==> src/rtl/wb_arbiter.sv <==
// wb_arbiter: writeback arbiter and load scoreboard in front of the register file.
// ALU results always win the single registered write port; load responses wait
// in a small FIFO and drain whenever the ALU is idle. A busy bit per register
// tracks outstanding loads and drives the decode stall.
// Optional feature macro: WB_LQ_COUNT_EN (adds the lq_count occupancy port).
module wb_arbiter #(
  parameter int N        = 32,
  parameter int W        = 32,
  parameter int LQ_DEPTH = 2,
  localparam int A       = $clog2(N),
  localparam int PW      = $clog2(LQ_DEPTH),
  localparam int CW      = PW + 1
) (
  input  logic          clk,
  input  logic          rst,
  input  logic          alu_valid,
  input  logic [A-1:0]  alu_rd,
  input  logic [W-1:0]  alu_data,
  input  logic          ld_valid,
  output logic          ld_ready,
  input  logic [A-1:0]  ld_rd,
  input  logic [W-1:0]  ld_data,
  input  logic          iss_load,
  input  logic [A-1:0]  iss_rd,
  input  logic [A-1:0]  dec_rs1,
  input  logic [A-1:0]  dec_rs2,
  input  logic [A-1:0]  dec_rd,
  output logic          stall,
  output logic          wen,
  output logic [A-1:0]  waddr,
  output logic [W-1:0]  wdata
`ifdef WB_LQ_COUNT_EN
  ,
  output logic [CW-1:0] lq_count
`endif
);

  // Load queue storage and bookkeeping; LQ_DEPTH is a power of two so the
  // pointers wrap naturally.
  logic [A-1:0]  lq_rd   [LQ_DEPTH];
  logic [W-1:0]  lq_data [LQ_DEPTH];
  logic [PW-1:0] head;
  logic [PW-1:0] tail;
  logic [CW-1:0] count;
  logic          full;
  logic          empty;
  logic          push;
  logic          pop;

  // Item chosen for the write port this cycle.
  logic          sel_valid;
  logic          sel_load;
  logic [A-1:0]  sel_rd;
  logic [W-1:0]  sel_data;

  // The registered write currently on the port came from a load (to a nonzero rd).
  logic          wload;

  // One bit per architectural register with an outstanding load.
  logic [N-1:0]  busy;

  assign full     = (count == CW'(LQ_DEPTH));
  assign empty    = (count == '0);
  // ld_ready only looks at registered occupancy, so a same-cycle pop never
  // lets a new response in while the queue is full.
  assign ld_ready = !full && !rst;
  assign push     = ld_valid && ld_ready;
  assign pop      = !alu_valid && !empty;

  // Queue storage: data is only meaningful between head and tail, so no reset.
  always_ff @(posedge clk) begin
    if (push) begin
      lq_rd[tail]   <= ld_rd;
      lq_data[tail] <= ld_data;
    end
  end

  // Queue pointers and occupancy; a simultaneous push and pop leaves count unchanged.
  always_ff @(posedge clk) begin
    if (rst) begin
      head  <= '0;
      tail  <= '0;
      count <= '0;
    end else begin
      if (push) begin
        tail <= tail + PW'(1);
      end
      if (pop) begin
        head <= head + PW'(1);
      end
      case ({push, pop})
        2'b10:   count <= count + CW'(1);
        2'b01:   count <= count - CW'(1);
        default: count <= count;
      endcase
    end
  end

  // Priority select: ALU result first, otherwise the oldest queued load.
  always_comb begin
    sel_valid = 1'b0;
    sel_load  = 1'b0;
    sel_rd    = '0;
    sel_data  = '0;
    if (alu_valid) begin
      sel_valid = 1'b1;
      sel_rd    = alu_rd;
      sel_data  = alu_data;
    end else if (!empty) begin
      sel_valid = 1'b1;
      sel_load  = 1'b1;
      sel_rd    = lq_rd[head];
      sel_data  = lq_data[head];
    end
  end

  // Registered write port; writes to x0 are suppressed but a load to x0 is still consumed.
  always_ff @(posedge clk) begin
    if (rst) begin
      wen   <= 1'b0;
      waddr <= '0;
      wdata <= '0;
      wload <= 1'b0;
    end else begin
      wen   <= sel_valid && (sel_rd != '0);
      waddr <= sel_rd;
      wdata <= sel_data;
      wload <= sel_load && (sel_rd != '0);
    end
  end

  // Scoreboard: set on load issue, cleared on the edge that commits the load's write.
  always_ff @(posedge clk) begin
    if (rst) begin
      busy <= '0;
    end else begin
      if (wen && wload) begin
        busy[waddr] <= 1'b0;
      end
      if (iss_load && (iss_rd != '0)) begin
        busy[iss_rd] <= 1'b1;
      end
    end
  end

  // The dec_rd term blocks WAW hazards and a second issue to an already busy register.
  assign stall = busy[dec_rs1] | busy[dec_rs2] | busy[dec_rd];

`ifdef WB_LQ_COUNT_EN
  assign lq_count = count;
`endif

endmodule

==> config.mk <==
export PLATFORM = sky130hd
export DESIGN_NAME = wb_arbiter
export DESIGN_NICKNAME = d
export VERILOG_FILES = /design/src/rtl/wb_arbiter.sv
export SDC_FILE = /design/constraint.sdc
export NUM_CORES = 1
export LEC_CHECK = 0
export ABC_AREA = 1
export ABC_CLOCK_PERIOD_IN_PS = 5700
export CAP_MARGIN = 20
export CORE_UTILIZATION = 45
export DETAILED_ROUTE_END_ITERATION = 8
export DONT_BUFFER_PORTS = 1
export GPL_TIMING_DRIVEN = 0
export HOLD_SLACK_MARGIN = 0.12
export SLEW_MARGIN = 20
export SYNTH_ARGS = -nofsm -noshare
export SYNTH_HDL_FRONTEND = slang
export SYNTH_SLANG_ARGS = --single-unit
export TNS_END_PERCENT = 5
==> constraint.sdc <==
create_clock -name clk -period 5.7 [get_ports clk]
set_input_delay 0.855 -clock clk [delete_from_list [all_inputs] [get_ports clk]]
set_output_delay 0.855 -clock clk [all_outputs]
set_load 0.01 [all_outputs]
### Word level (Yosys, flattened, before mapping)

Memories as Yosys holds them, arrays and structs flattened. A register that Yosys moved wholly into a read port is not among the register bits.
Index checks and enable logic that the tools add are counted.

* flip-flop bits (word level): 75
* bits in writable memories: 74
* logic and storage cells: 73
* memories: 2

Memories
* lq_data: depth 2, width 32, read ports 1, clocked after Yosys merged registers in 1, wr ports 1, RTL line 41 `logic [W-1:0] lq_data [LQ_DEPTH];`
* lq_rd: depth 2, width 5, read ports 1, clocked after Yosys merged registers in 1, wr ports 1, RTL line 40 `logic [A-1:0] lq_rd [LQ_DEPTH];`

* add/sub/neg operators: 4
* $lt $le $gt $ge: 7
* equal/unequal tests: 3
* multiplexer cells: 27
* bitwise operators: 5
* reductions and logical operators: 17

Operator list (number)
* two-way mux 32 bit: 5
* AND 32 bit: 1
* inverter 32 bit: 1
* bitwise OR 32 bit: 1
* less-than comparator 5 x 6 -> 1 bit, second input constant: 5
* binary-select mux 1 bit (select 5 bit): 3
* two-way mux 1 bit: 14
* demux 1 bit (select 5 bit): 2
* >= comparator 5 x 1 -> 1 bit, second input constant: 2
* two-way mux 5 bit: 2
* nonzero test 5 bit: 2
* logical AND 1 bit: 9
* equality test 2 bit, second input constant: 2
* logical NOT 1 bit: 4
* case mux 2 bit (2 select lines): 1
* adder 1 bit, second input constant: 2
* adder 2 x 1 -> 2 bit, second input constant: 1
* equality test 2 x 1 -> 1 bit, second input constant: 1
* logical NOT 2 bit: 1
* bitwise OR 1 bit: 2
* nonzero test 2 bit: 1
* subtractor 2 x 1 -> 2 bit, second input constant: 1

### Longest topological paths before layout

* depth in word-level cells: 10
* mapped depth: 11
* mapped depth without buffers: 9

### Worst setup path after synthesis

OpenSTA, ideal clock, no wires.

* path kind: input to register
* start: input rst
* end: memory lq_data[0][0], enable pin
* setup time: 0.431 ns
* data arrival time: 2.841 ns
* data required time: 5.269 ns
* path slack: 2.428 ns
* stages: 3
* path through: a21oi_1 > nand2_2 > nor2_1

* cells in the longest elaborated chain, start to end: 5

RTL lines
* start: declaration: RTL line 15 `input logic rst,`
* logical NOT 1 bit: RTL line 66 `assign ld_ready = !full && !rst;`
* logical AND 1 bit: RTL line 66
* logical AND 1 bit: RTL line 67 `assign push = ld_valid && ld_ready;`
* two-way mux 1 bit: RTL line 72 `if (push) begin`
* two-way mux 1 bit (not written as such): RTL line 74 `lq_data[tail] <= ld_data;`
* end: declaration: RTL line 41

No other way between the ends.

### Worst setup path in the final report

* start: input dec_rs1[1]
* end: output stall

* cells in the longest elaborated chain, start to end: 4

RTL lines
* start: declaration: RTL line 25 `input logic [A-1:0] dec_rs1,`
* binary-select mux 1 bit (select 5 bit): RTL line 147 `assign stall = busy[dec_rs1] | busy[dec_rs2] | busy[dec_rd];`
* two-way mux 1 bit (not written as such): RTL line 147
* bitwise OR 1 bit (2 in series): RTL line 147
* end: declaration: RTL line 28 `output logic stall,`

No other way between the ends. The select of a mux whose other input is x is not followed.

==> summary.md <==
| Metric | Value |
|---|---|
| Status | `completed` |
| Synth warn | `0` |
| Area Overhead vs Synth | `13.3%` |
| Share of cells above drive strength 1 | `0.102` |
| IO Pins | `~140` |
| Switching power | `0.633 mW` |
| Final instance area | `7330 um2` |
| First-pass GRT wire length | `25.8 mm` |
| Root buffer cell | `clkbuf_16` |
| RSZ-0062 raised after global routing | `false` |
| Row cnt | `43` |
| Setup_tns | `0 ns` |
| Post-CTS setup buffers | `0` |
| Remaining DRCs | `0` |
| Main synth FF type | `dfxtp_1` |
| Post-DP Area | `6770 um2` |
| Req. time, crit path | `4.85 ns` |
| Worst-path clk slew | `around 0.06 ns` |
| Worst path bufs/invs | `2` |
| Fmax | `367 MHz` |
| Sequential share of power | `0.488` |
| Initial Util | `0.464` |
| Vias | `approximately 5000` |
| Vias in the first global route | `between 4000 and 5000` |
| Synth unique cells | `32` |
| Gate Count Post-Synth | `695` |
| Antenna violations before repair | `0` |
| Pint | `1.89 mW` |
| Via/cell ratio | `~5.5` |
| Die ar. | `14900 um2` |
| Worst R2R Path Depth | `5` |
| Ant diodes | `0` |
| Max Slew Vio Count | `0` |
| Most common cell in the netlist | `nand2_1` |
| Clock sink count | `150` |
| Drt total wl | `16.6 mm` |
| Number of synthesized register bits | `150` |
| Hold-fix buffers, CTS | `0` |
| Crit-path cells | `buf_2 -> inv_1 -> nand3_1 -> nand3_1 -> nand2_1 -> nand2_1 -> nand3b_1 -> nand2_1 -> nand3_1` |
| Synth cell count leaders | `167 x nand2_1, 112 x nand3_1, 76 x dfxtp_1` |
| Count of input and output buffers | `0` |
| Post-cts resize count | `0` |
| Final Power | `between 2 and 3 mW` |
| Clk pwr share | `0.421` |
| Final core occ | `0.526` |
| Top post-synthesis cells by area | `edfxtp_1 34%, dfxtp_1 24%, nand2_1 9.7%, nand3_1 8.7%, o21ai_0 5.1%` |
| Delay-heaviest family, CP | `simple AND/OR/NAND/NOR gates` |
| Synth area leader | `edfxtp_1` |
| Layout Skew | `about 0.0094 ns` |
| Minimum clock period | `2.73 ns` |
| Switching part of the total | `0.251` |
| CTS Buffer Depth | `2` |
| Setup violations, final | `0` |
| Reg2Reg Setup Slack | `approximately 3.6 ns` |
| TritonCTS clock tree | `done` |
| Final-stage net count | `816` |
| Slowest stage delay, CP | `0.22 ns` |
| Tcrit/Tclk final | `0.479` |
| Worst-margin pin slew | `0.877 ns` |
| Antenna violation net count after detailed routing | `0` |
| Leak pwr | `2.63 nW` |
| Worst Hold Launch | `head` |
| Max-cap violations | `0` |
| Slew headroom | `0.411` |
| Placed insts | `877` |
| DRC marker count from the first detailed-route iteration | `about 470` |
| Core Area | `13900 um2` |
| H-tree levels | `4` |
| Post-synth EDFFs | `74` |
| Post-Layout Cell Count | `approximately 900` |
| Die height | `122 um` |
| Startpoint types | `input port` |
| DPL Wire Length | `11.7 mm` |
| Total GRT Usage | `0.236` |
| Synth Net Count | `795` |
| Final Hold Vio Count | `0` |
| Drt first pass iters | `5` |
| Critical Path End Type | `output port` |
| Drt wl/cell | `18.2 um` |
| RR Startpoint | `count[0]` |
| Crit-path max FO | `9` |
| Hold/Removal Path Class | `reg -> reg` |
| R2R Path End | `lq_data[1][1]` |
| WP data arrival | `1.87 ns` |
| Synth top area share | `0.343` |
| Die width | `122 um` |
| Mapped cell area | `about 6500 um2` |
| Hold depth | `1` |
| Avg Inst Size Synth | `9.31 um2` |
| CTS buffer count | `17` |
| Slowest-stage cell, CP | `inv_1` |
| Power per cell area | `344 nW/um2` |
| Proportion of power drawn by combinational gates | `0.090` |
| Asr flop ratio synth | `0` |
| Clk_lat worst skew | `0.42 ns` |
| Sequential cell area fraction in the yosys report | `0.578` |
| CP Class | `in -> out` |
| GRT overflow | `0` |
| Peak supply drop | `234 uV` |
| Final RePlAce weighted congestion | `about 0.94` |
| Largest net degree at the start of global routing | `23` |
-- per-stage QoR --
step | hold WS (ns) | setup slack, ns
2_1_floorplan | 0.425 | 2.43
3_3_place_gp | 0.435 | 1.36
3_5_place_dp | 0.463 | 2.97
4_1_cts | 0.470 | 2.96
5_1_grt | 0.493 | 2.83
6_report | 0.468 | 2.97
-- power groups by stage --
stage	clock, mW	combinational (mW)	sequential (mW)
floorplan	0	0.175	1.25
global placement	0	0.219	1.26
detailed placement	0	0.230	1.26
CTS	1.08	0.231	1.23
global route	1.13	0.256	1.24
finish	1.06	0.228	1.23
-- layout make-up --
class	instances	area, um2
sequential	150	3740
fill	1260	6600
timing repair buffer	2	55.1
buffer	31	205
clock inverter	13	121
tap	180	225
multi-input combinational	474	2380
clock buffer	19	443
inverter	40	160
-- kinds of logic (layout without fill, tap and decap cells) --
kind of cell / after synthesis / after routing / share of synthesized area
flip-flops: 150 / 150 / 0.578
buffers and inverters: 71 / 105 / 0.0564
adder cells (fa/ha/maj): 1 / 1 / 0.00193
multiplexers: 32 / 32 / 0.0495
AO/OA/AOI/OAI: 121 / 121 / 0.0976
AND/OR/NAND/NOR: 320 / 320 / 0.216
-- worst max-delay path by stage --
stage,start,depth (start not counted),to,slack (ns)
2_1_floorplan,rst,3,lq_data[0][0],2.43
3_3_place_gp,rst,3,lq_data[1][20],1.36
3_5_place_dp,dec_rs1[1],9,stall,2.97
4_1_cts,dec_rs1[1],9,stall,2.96
5_1_grt,dec_rs1[1],9,stall,2.83
6_report,dec_rs1[1],9,stall,2.97
-- worst reg2reg max path, cell delays in order, from the launching register on --
cell and delay (ns):
dfxtp_1 0.47, inv_1 0.07, a21oi_1 0.33, nand2_2 0.20, nor2_4 0.52, buf_16 0.25
-- flip-flops by register name (all words and copies together) (netlist names), named ones only --
register	count
lq_data	64
busy	32
wdata	32
lq_rd	10
waddr	5
count	2
head	1
tail	1
wen	1
wload	1
-- cells in the final DEF (no fill, tap or decap), drive strengths merged --
cell type,n
nand2,171
nand3,112
dfxtp,76
o21ai,75
edfxtp,74
inv,45
a21oi,41
mux2i,32
clkbuf,26
buf,26
nor2,20
nor3,12
clkinv,4
clkinvlp,3
nand3b,2
o211ai,2
or2,2
o22ai,1
a21boi,1
a31oi,1
and2,1
ha,1
bufinv,1
-- routing by layer --
metal  wire length [um]  vias to the layer above  global-route usage
met5                  0                        -                   0
met4                402                        0               0.106
met3               1470                       31              0.0805
met2               7720                      207               0.369
met1               6960                     2335               0.294
li1                   -                     2452                   -
(Power assumes the default switching activity.)
